### src/rtl/prescaler_prog.sv
// Runtime-programmable clock-enable prescaler with loadable modulus, start/stop and one-shot mode.
// Optional square-wave output on sq is enabled by defining PRESCALER_SQ_OUT_EN.
module prescaler_prog #(
  parameter int unsigned WIDTH       = 29,
  parameter int unsigned DEFAULT_MOD = 50000000
) (
  input  logic             clk,
  input  logic             clr,
  input  logic             ce,
  input  logic             load,
  input  logic [WIDTH-1:0] mod_in,
  input  logic             start,
  input  logic             stop,
  input  logic             oneshot,
  output logic             co,
  output logic             busy,
  output logic [WIDTH-1:0] count,
  output logic             sq
);

  typedef enum logic {
    IDLE = 1'b0,
    RUN  = 1'b1
  } state_e;

  state_e           state_q, state_d;
  logic [WIDTH-1:0] count_q, count_d;
  logic [WIDTH-1:0] mod_q, mod_d;
  logic             mode_q, mode_d;   // 1 = one-shot, 0 = periodic
  logic             term_c;

  assign term_c = (count_q == (mod_q - WIDTH'(1)));
  assign co     = (state_q == RUN) & ce & term_c & ~load;
  assign busy   = (state_q == RUN);
  assign count  = count_q;

  // Strobe priority: load, then stop, then start, then normal counting.
  always_comb begin
    state_d = state_q;
    count_d = count_q;
    mod_d   = mod_q;
    mode_d  = mode_q;
    if (load) begin
      mod_d   = (mod_in == '0) ? WIDTH'(1) : mod_in;
      count_d = '0;
    end else if (stop) begin
      if (state_q == RUN) state_d = IDLE;
    end else if (start && (state_q == IDLE)) begin
      state_d = RUN;
      count_d = '0;
      mode_d  = oneshot;
    end else if ((state_q == RUN) && ce) begin
      if (term_c) begin
        count_d = '0;
        if (mode_q) state_d = IDLE;
      end else begin
        count_d = count_q + WIDTH'(1);
      end
    end
  end

  always_ff @(posedge clk or posedge clr) begin
    if (clr) begin
      state_q <= RUN;
      count_q <= '0;
      mod_q   <= WIDTH'(DEFAULT_MOD);
      mode_q  <= 1'b0;
    end else begin
      state_q <= state_d;
      count_q <= count_d;
      mod_q   <= mod_d;
      mode_q  <= mode_d;
    end
  end

`ifdef PRESCALER_SQ_OUT_EN
  logic sq_q;

  always_ff @(posedge clk or posedge clr) begin
    if (clr)     sq_q <= 1'b0;
    else if (co) sq_q <= ~sq_q;
  end

  assign sq = sq_q;
`else
  assign sq = 1'b0;
`endif

endmodule

### config.mk
export PLATFORM = sky130hd
export DESIGN_NAME = prescaler_prog
export DESIGN_NICKNAME = d
export VERILOG_FILES = /design/src/rtl/prescaler_prog.sv
export SDC_FILE = /design/constraint.sdc
export NUM_CORES = 1
export LEC_CHECK = 0
export ABC_AREA = 1
export CAP_MARGIN = 40
export CORE_MARGIN = 4
export CORE_UTILIZATION = 46
export CTS_CLUSTER_SIZE = 30
export DETAILED_ROUTE_END_ITERATION = 10
export GPL_TIMING_DRIVEN = 1
export PLACE_DENSITY = 0.69
export SKIP_LAST_GASP = 1
export SLEW_MARGIN = 10
export SYNTH_ARGS = -nofsm -noshare
export SYNTH_HDL_FRONTEND = slang
export SYNTH_SLANG_ARGS = --single-unit
export TNS_END_PERCENT = 50
### constraint.sdc
create_clock -name clk -period 5.3 [get_ports clk]
set_input_delay 1.06 -clock clk [delete_from_list [all_inputs] [get_ports clk]]
set_output_delay 1.06 -clock clk [all_outputs]
set_load 0.02 [all_outputs]
==> results.md, run 1 <==
- The area of all placed cells without fillers is 5720 sq um.
- The final routed wire length divided by cell count is about 16 um.
- The setup slack at placement is 1.39 ns.
- The maximum clock skew at final layout is 0.0183 ns.
- The routed wire length is 14.2 mm.
- The maximum frequency from static timing analysis is 0.233 GHz.
- The initial antenna violation count is 0.
- Counting flops with a built-in enable in the synthesized netlist gives 0.
- The deepest clock path buffer count is 2.
- Power spread over the standard cell area amounts to 213 nW/um^2.
- The detailed-route DRC error count is 0.
- The HPWL after detailed placement is roughly 11 mm.
- The number of global-route vias before repair is about 4500.
- In this run, placement finished with an instance count of 861.
- The total setup buffers inserted after CTS is 0.
- Summed over all failing endpoints, the final setup total negative slack is 0 ns.
- The run finished with clean final reports.
- The met3 routing resource usage after global routing is 4.52%.
- IR analysis of the VDD net gives a maximum drop of 124 uV.
- The antenna violation net count after detailed routing is 0.
- The worst pin sits at a relative slew slack of a little under half.
- The largest net degree at the start of global routing is 43.
- STA classifies the critical path endpoint as a primary output.
- The met1 usage is 34.4%.
- The die is about 110 um wide.
- The hold path startpoint is mod_q[21].
- In the final design database the tool counted 777 nets.
- Global routing finished with a remaining overflow of 0.
- The standard cell core area is a little under 10000 sq um.
- The detail-routed via count per cell is 5.18.
- The fraction of the core area covered by cells at the end of the flow is 58.0%.
- In this run the worst hold path is classified as flip-flop to flip-flop.
- The class of the most critical setup path is flip-flop to primary output.
- The overall fraction of global-route tracks in use is approximately a quarter.
- In the synthesized netlist the dominant register cell turns out to be dfrtp_1.
- The post-synthesis area per instance is 6.94 sq um.
- After clock tree synthesis, the repair step resized 0 gates.
- met2 is the most crowded layer.
- The net count after synthesis is 718.
- The layout has around 940 filler cells.
- The share of post-route cells with drive strength above 1 is between 10% and 20%.
- In the synthesized netlist the async set-or-reset flop fraction comes to 100%.
- The number of clock sinks is 60.
- In this run, CTS created clock tree buffers numbering 9.
- Summed over all cells, the static leakage comes to between 2 and 3 nW.
- In the synthesized netlist, the number of instances is 680.
- The final hold violation count is 0.
- The top-level port count is 68.
- Routability-driven placement finished with a final weighted congestion of 0.970.
- The launching point of the worst reg2reg path is mod_q[0].
- The root buffer cell chosen for the clock tree is clkbuf_8.
- The critical path data required time is 4.24 ns.
- The post-route worst setup slack is 1.01 ns.
- The total setup violations reported at the end of the flow is 0.
- The clock network latency to the later pin of the worst-skew pair is 0.36 ns.
- The yosys synthesis warning count is 0.
- Summing the sequential cell areas from Yosys gives 32.2% of the chip area.
- The first routing iteration left slightly below 300 violations.
- The number of diodes is 0.
- The total number of vias is 4546.
- The number of hold-repair buffers added at the cts stage is 0.
- STA classifies the critical path startpoint as a flip-flop.
- The share of the clock period used by the worst path after layout is between 80% and 90%.
- The die is 109 um tall.
- The number of pins exceeding their max-slew limit in the final report is 0.
- In this run the core area contains 36 standard-cell rows.
- The initial standard-cell utilization of the core is 47.8%.
- After clock tree synthesis, the clock-pin slew on the worst setup and hold paths is about 0.070 ns.
- Synthesis instantiated 44 different standard cells from the library.
- The count of max-cap constraint violations is 0.
- The critical path launch point is mod_q[0].
- The area added between synthesis and finish is 21.1%.
- At the pin with the least slew margin, the transition time is 0.791 ns.
- The area of the mapped netlist is 4720 sq um.
- The number of port buffers is 66.
- Setup repair after global routing left no endpoint under its margin.
- Data on the critical path arrives at its endpoint at 3.23 ns.
- In the global route stage, met2 resource usage came out at between 40% and 50%.
- Once layout is complete, the cells apart from fillers number 877.
- The count of H-tree levels built during CTS is 3.
- Along the worst path, the maximum fanout reaches 9.
- After synthesis the netlist holds a flip-flop and latch count of 60.
- The number of optimization iterations in the first detailed-route pass is 5.
- TritonCTS built the clock tree.
- Counting I/O delays and the setup requirement, the final critical path takes between 4 and 5 ns.
- Summing all placed instances gives a cell area of 5500 sq um.
- The die covers 11900 sq um.
- The first global-routing pass estimated 23.1 mm of wire.
==> final cells by class <==
class / instances / area, sq um / area share, %
multi-input cells: 532 / 2860 / 50.0
clock buffers: 10 / 128 / 2.23
well taps: 133 / 166 / 2.91
flip-flops and latches: 60 / 1520 / 26.5
repair buffers: 70 / 711 / 12.4
clock inverters: 6 / 90.1 / 1.58
inverters: 66 / 248 / 4.33
==> critical path, cell delays in order, from the launching register on <==
cell and delay [ns]:
dfrtp_1 0.40, inv_2 0.11, ha_1 0.21, nand2_2 0.13
nor2_8 0.22, nand3_1 0.11, nor2_2 0.15, nand3_1 0.12
nand2_1 0.08, nand2_1 0.06, nor2_2 0.09, nand3_2 0.16
nor4_1 0.35, clkdlybuf4s50_1 0.69
==> per-layer routing <==
| layer | wire, um | up-vias |
|---|---|---|
| met1 | 6470 | 2136 |
| met2 | 6790 | 123 |
| met4 | 246 | 0 |
| met5 | 0 | - |
| met3 | 658 | 19 |
| li1 | - | 2268 |
==> Yosys cell counts (12+ instances only) <==
master | count | area [sq um]
nand2_1 | 218 | 818
nor2_1 | 78 | 293
inv_1 | 64 | 240
dfrtp_1 | 47 | 1180
xor2_1 | 40 | 350
nand3_1 | 37 | 185
o21ai_2 | 20 | 175
clkbuf_1 | 19 | 71.3
nand4_1 | 19 | 119
o21ai_0 | 18 | 90.1
nor2_2 | 17 | 106
xnor2_1 | 15 | 131
dfstp_2 | 13 | 342
nor4_1 | 12 | 75.1
==> cell usage in the layout (no fill, tap or decap), types with 3 or more instances in the layout <==
cell             netlist  final
buf_4                  1      3
nand3_2                3      3
nand2_2                6      6
nand3b_1               3      3
nor4_1                12     12
o21ai_0               18     18
dfrtp_1               47     47
inv_1                 64     63
a21oi_1                6      5
inv_2                  2      3
o21ai_2               20     20
xnor2_1               15     15
nor2_2                17     17
nand4_1               19     19
xor2_1                40     40
clkdlybuf4s50_1        0     66
nor2_1                78     78
nand2_1              218    218
nand3_1               37     37
clkbuf_8               0      9
dfstp_2               13     13
nor2_4                 4      4
nor3_1                 7      7
==> state kept, by name, indices dropped and copies added, names as in the netlist <==
name / cells
mod_q: 29
count: 29
busy: 1
mode_q: 1
==> through the flow <==
stage	hold slack [ns]	total power, mW
after global routing	0.506	1.28
after CTS	0.493	1.22
final	0.491	1.22
after floorplan	0.462	0.674
after detailed placement	0.482	0.754
after global placement	0.480	0.753
==> cells by family (layout without fill, tap and decap cells) <==
group                      after synthesis  count (layout)  synth area share (%)
AOI/OAI and AO/OA                       51              51                  7.45
xor gates and xnor gates                57              57                  10.9
adders and majority gates                2               2                 0.530
buffers and inverters                   88             152                  7.40
DFF                                     60              60                  32.2
muxes                                    1               1                 0.239
other                                    1               1                0.0795
and+or+nand+nor                        420             420                  41.3
==> final timing paths <==
| check | endpoint | slack, ns | cells after the start |
|---|---|---|---|
| hold reg to reg | mod_q[21] | 0.49 | 2 |
| min in group asynchronous | count[3] | 1.02 | 2 |
| setup reg to reg | count[10] | 2.54 | 14 |
| max in group asynchronous | mod_q[25] | 3.36 | 3 |
| hold / removal | mod_q[21] | 0.49 | 2 |
| setup / recovery | co | 1.01 | 13 |
==> power by group <==
group | switching [mW] | internal (mW)
logic | 0.139 | 0.0877
registers | 0.0315 | 0.489
clock network | 0.204 | 0.266
No activity file was read; power rests on OpenSTA's default activity.
==> run 2: changes to the inputs <==
- PLACE_DENSITY: 0.69 -> 0.72
- clock period: 5.3 -> 3.7 ns (I/O delays scaled with it)
==> run 2 against run 1 <==
Clock power increased by 52%; worst hold slack improved by 0.0026 ns; largest cell class unchanged; non-clock buffer count increased by 13; total power increased by 47%; design area increased by 2.1%; sequential share of layout area decreased by 0.56 points; combinational power increased by 46%; global-route usage increased by 0.81 points; clock skew decreased by 0.010 ns; critical path depth increased by 2; flip-flop and latch count unchanged.
==> results.md, run 2 (synthesis gave the netlist of run 1 again) <==
- The detail-routed via count per cell is 5.25.
- During I/O placement, the number of pins put on the boundary was between 60 and 70.
- The maximum clock skew at final layout is ~0.008 ns.
- The total leakage power is 2.63 nW.
- The number of port buffers is 66.
- The endpoint of the worst-slack reg-to-reg timing path is count[10].
- The initialized floorplan defines 36 standard-cell rows.
- The worst hold path begins at mod_q[23].
- The setup slack at placement is between 0.1 and 0.15 ns.
- The number of diodes is 0.
- The antenna violation net count after detailed routing is 0.
- For this block, the via count after detailed routing is 4672.
- The layout net count is 790.
- The total global routing overflow is 0.
- The initial antenna violation count is 0.
- Global routing used 26.2% of the available tracks across all layers.
- The tool flagged a number of max-cap violations equal to 0.
- The floorplan step defined a die boundary enclosing roughly 12000 sq um.
- Data arrives at the worst endpoint at 2.66 ns.
- The detailed router's first-iteration violation count is 273.
- The deepest clock path buffer count is 2.
- The worst setup path is captured at a primary output.
- In this run the clock root is driven by a clkbuf_8.
- Along the worst hold path, the cell count comes to 2.
- The total power is 1.79 mW.
- The standard cell core area is 9860 sq um.
- The clock network burns 39.9% of the power.
- The first global-routing pass estimated 23.7 mm of wire.
- The clock period could shrink to 3.40 ns.
- The number of optimization iterations in the first detailed-route pass is 5.
- The routed wire length is roughly 15 mm.
- Of the total power, the share spent switching nets is 29.0%.
- The worst-path maximum fanout is 8.
- In this run the tightest slew margin relative to its limit is 55.9%.
- Summed over all failing endpoints, the final setup total negative slack is 0 ns.
- On the final layout, the worst hold slack is 0.494 ns.
- The final hold violation count is 0.
- Hold repair after CTS inserted 0 buffers.
- The largest net degree at the start of global routing is 42.
- The worst hold endpoint is mod_q[23].
- The total power density per cell area is 307 nW/um^2.
- The number of fill cells in the layout is 936.
- The share of total power in sequential cells is 41.7%.
- In the layout the commonest cells are nand2_1, nor2_1, clkdlybuf4s50_1.
- The internal power contribution is 1.28 mW.
- The clock reaches the later pin of the worst-skew pair after ~0.35 ns.
- The class of the most critical setup path is flip-flop to primary output.
- The library cell used most frequently in the layout, excluding fill and tap cells, is nand2_1.
- The post-route worst setup slack is 0.304 ns.
- At the worst endpoint, the required time is between 2 and 3 ns.
- The number of buffers created by CTS is 9.
- The area occupied by multi-input gates is roughly 2900 sq um.
- For the pin with the worst max-slew slack, the measured transition is 0.656 ns.
- The total setup violations reported at the end of the flow is 0.
- Dividing the detail-routed wire length by the instance count gives between 15 and 20 um.
- The combinational cell fraction of total power is 18.5%.
- The clock tree from TritonCTS is yes.
- In the finished design, the share of the clock period the worst path needs comes to approximately nine tenths.
- In this run the register-to-register setup slack is 0.90 ns.
- Relative to the synthesized area, the layout overhead comes to 23.7%.
- The fraction of the core area covered by cells at the end of the flow is 59.2%.
- The clock drives 60 sinks.
- The die span in y is 109 um.
- The launching point of the worst reg2reg path is mod_q[0].
- Across the VDD grid, the largest voltage drop is a little over 200 uV.
- The number of pins exceeding their max-slew limit in the final report was 0.
- The tightest min-delay check is of the flip-flop to flip-flop type.
- For this configuration, the core starts out at a cell density of 47.8%.
- In this run the number of H-tree levels came out at 3.
- The maximum frequency from static timing analysis is around 0.3 GHz.
- Of the cells placed in the final design, the portion with a size suffix greater than 1 is 15.6%.
- The number of cell instances on the worst register-to-register path is 15.
- The power dissipated by switching net loads is 0.520 mW.
- The overall die width is 109 um.
- The register area is around 1500 sq um.
- The worst setup path is launched from a flip-flop.
- After clock tree synthesis, the clock-pin slew on the worst setup and hold paths is 0.07 ns.
- The number of global-route vias before repair is 4629.
- The detailed-route DRC error count is 0.
- The flow ran to the end, and the final reports show no timing, DRC or antenna violations.
- The placer's final routability congestion estimate is around 0.93.
- The half-perimeter wire length of the detailed placement result is 11.6 mm.
## run 2: cell types whose count changed in the layout (fill, tap and decap cells not counted), sizes merged
cell           before  now
buf                 4   17
clkdlybuf4s50      66   65
clkinvlp            1    0
bufinv              2    3
clkinv              3    2
clkbuf             10   12
## run 2: worst max-delay path, stage by stage, from the launching register on
cell,delay (ns)
dfrtp_1,0.41
inv_2,0.12
ha_2,0.22
nand2_2,0.13
nor2_8,0.18
buf_4,0.14
inv_1,0.04
nand2_1,0.05
nand2_1,0.05
nor2_1,0.08
nand3_1,0.09
nor2_1,0.19
nand4_4,0.15
nor4_4,0.15
buf_4,0.14
clkbuf_2,0.16
## run 2: final cells by class
class                           instances  area share, %
Clock buffer                           11           2.25
Sequential cell                        60           26.0
Tap cell                              133           2.85
Inverter                               66           4.24
Clock inverter                          5           1.71
Multi-Input combinational cell        532           49.5
Timing Repair Buffer                   83           13.4
## run 2: power by group through the flow
stage / sequential [mW] / combinational [mW] / clock (mW)
6_report: 0.748 / 0.332 / 0.715
3_3_place_gp: 0.758 / 0.322 / 0
3_5_place_dp: 0.759 / 0.326 / 0
4_1_cts: 0.748 / 0.328 / 0.726
5_1_grt: 0.752 / 0.373 / 0.760
2_1_floorplan: 0.748 / 0.218 / 0
## run 2: what timing repair did
| item | CTS | global route |
|---|---|---|
| setup buffers | 0 | 3 |
| pin swaps | 0 | 2 |
| endpoints found under the hold margin | 0 | 0 |
| gates resized for setup | 2 | 8 |
| setup endpoints to repair | 1 | 1 |
## run 2: how the worst max path moves through the flow
stage | cells after the start | to | from
after floorplan | 9 | co | mod_q[0]
after global placement | 14 | co | mod_q[0]
after detailed placement | 14 | co | mod_q[0]
after CTS | 14 | co | mod_q[0]
after global routing | 16 | co | mod_q[0]
final | 15 | co | mod_q[0]
## run 2: per-layer routing
layer  vias to the layer above  share of wire, %  track usage (%)
li1                       2291                 -                -
met1                      2209                43             35.0
met2                       146                48             42.8
met3                        26               6.3             4.82
met4                         0               2.3             9.17
met5                         -                 0                0
## run 2: metrics by stage
| step | area, sq um | std cells |
|---|---|---|
| 2_1_floorplan | 4720 | 680 |
| 3_3_place_gp | 5550 | 871 |
| 3_5_place_dp | 5550 | 871 |
| 5_1_grt | 5840 | 890 |
| 6_report | 5840 | 890 |
| 4_1_cts | 5790 | 887 |
==> run 3: changes to the inputs <==
- CTS_CLUSTER_SIZE: 30 -> 28
==> results of run 3 <==
Final layout, timing and power as in run 2 (identical DEF).
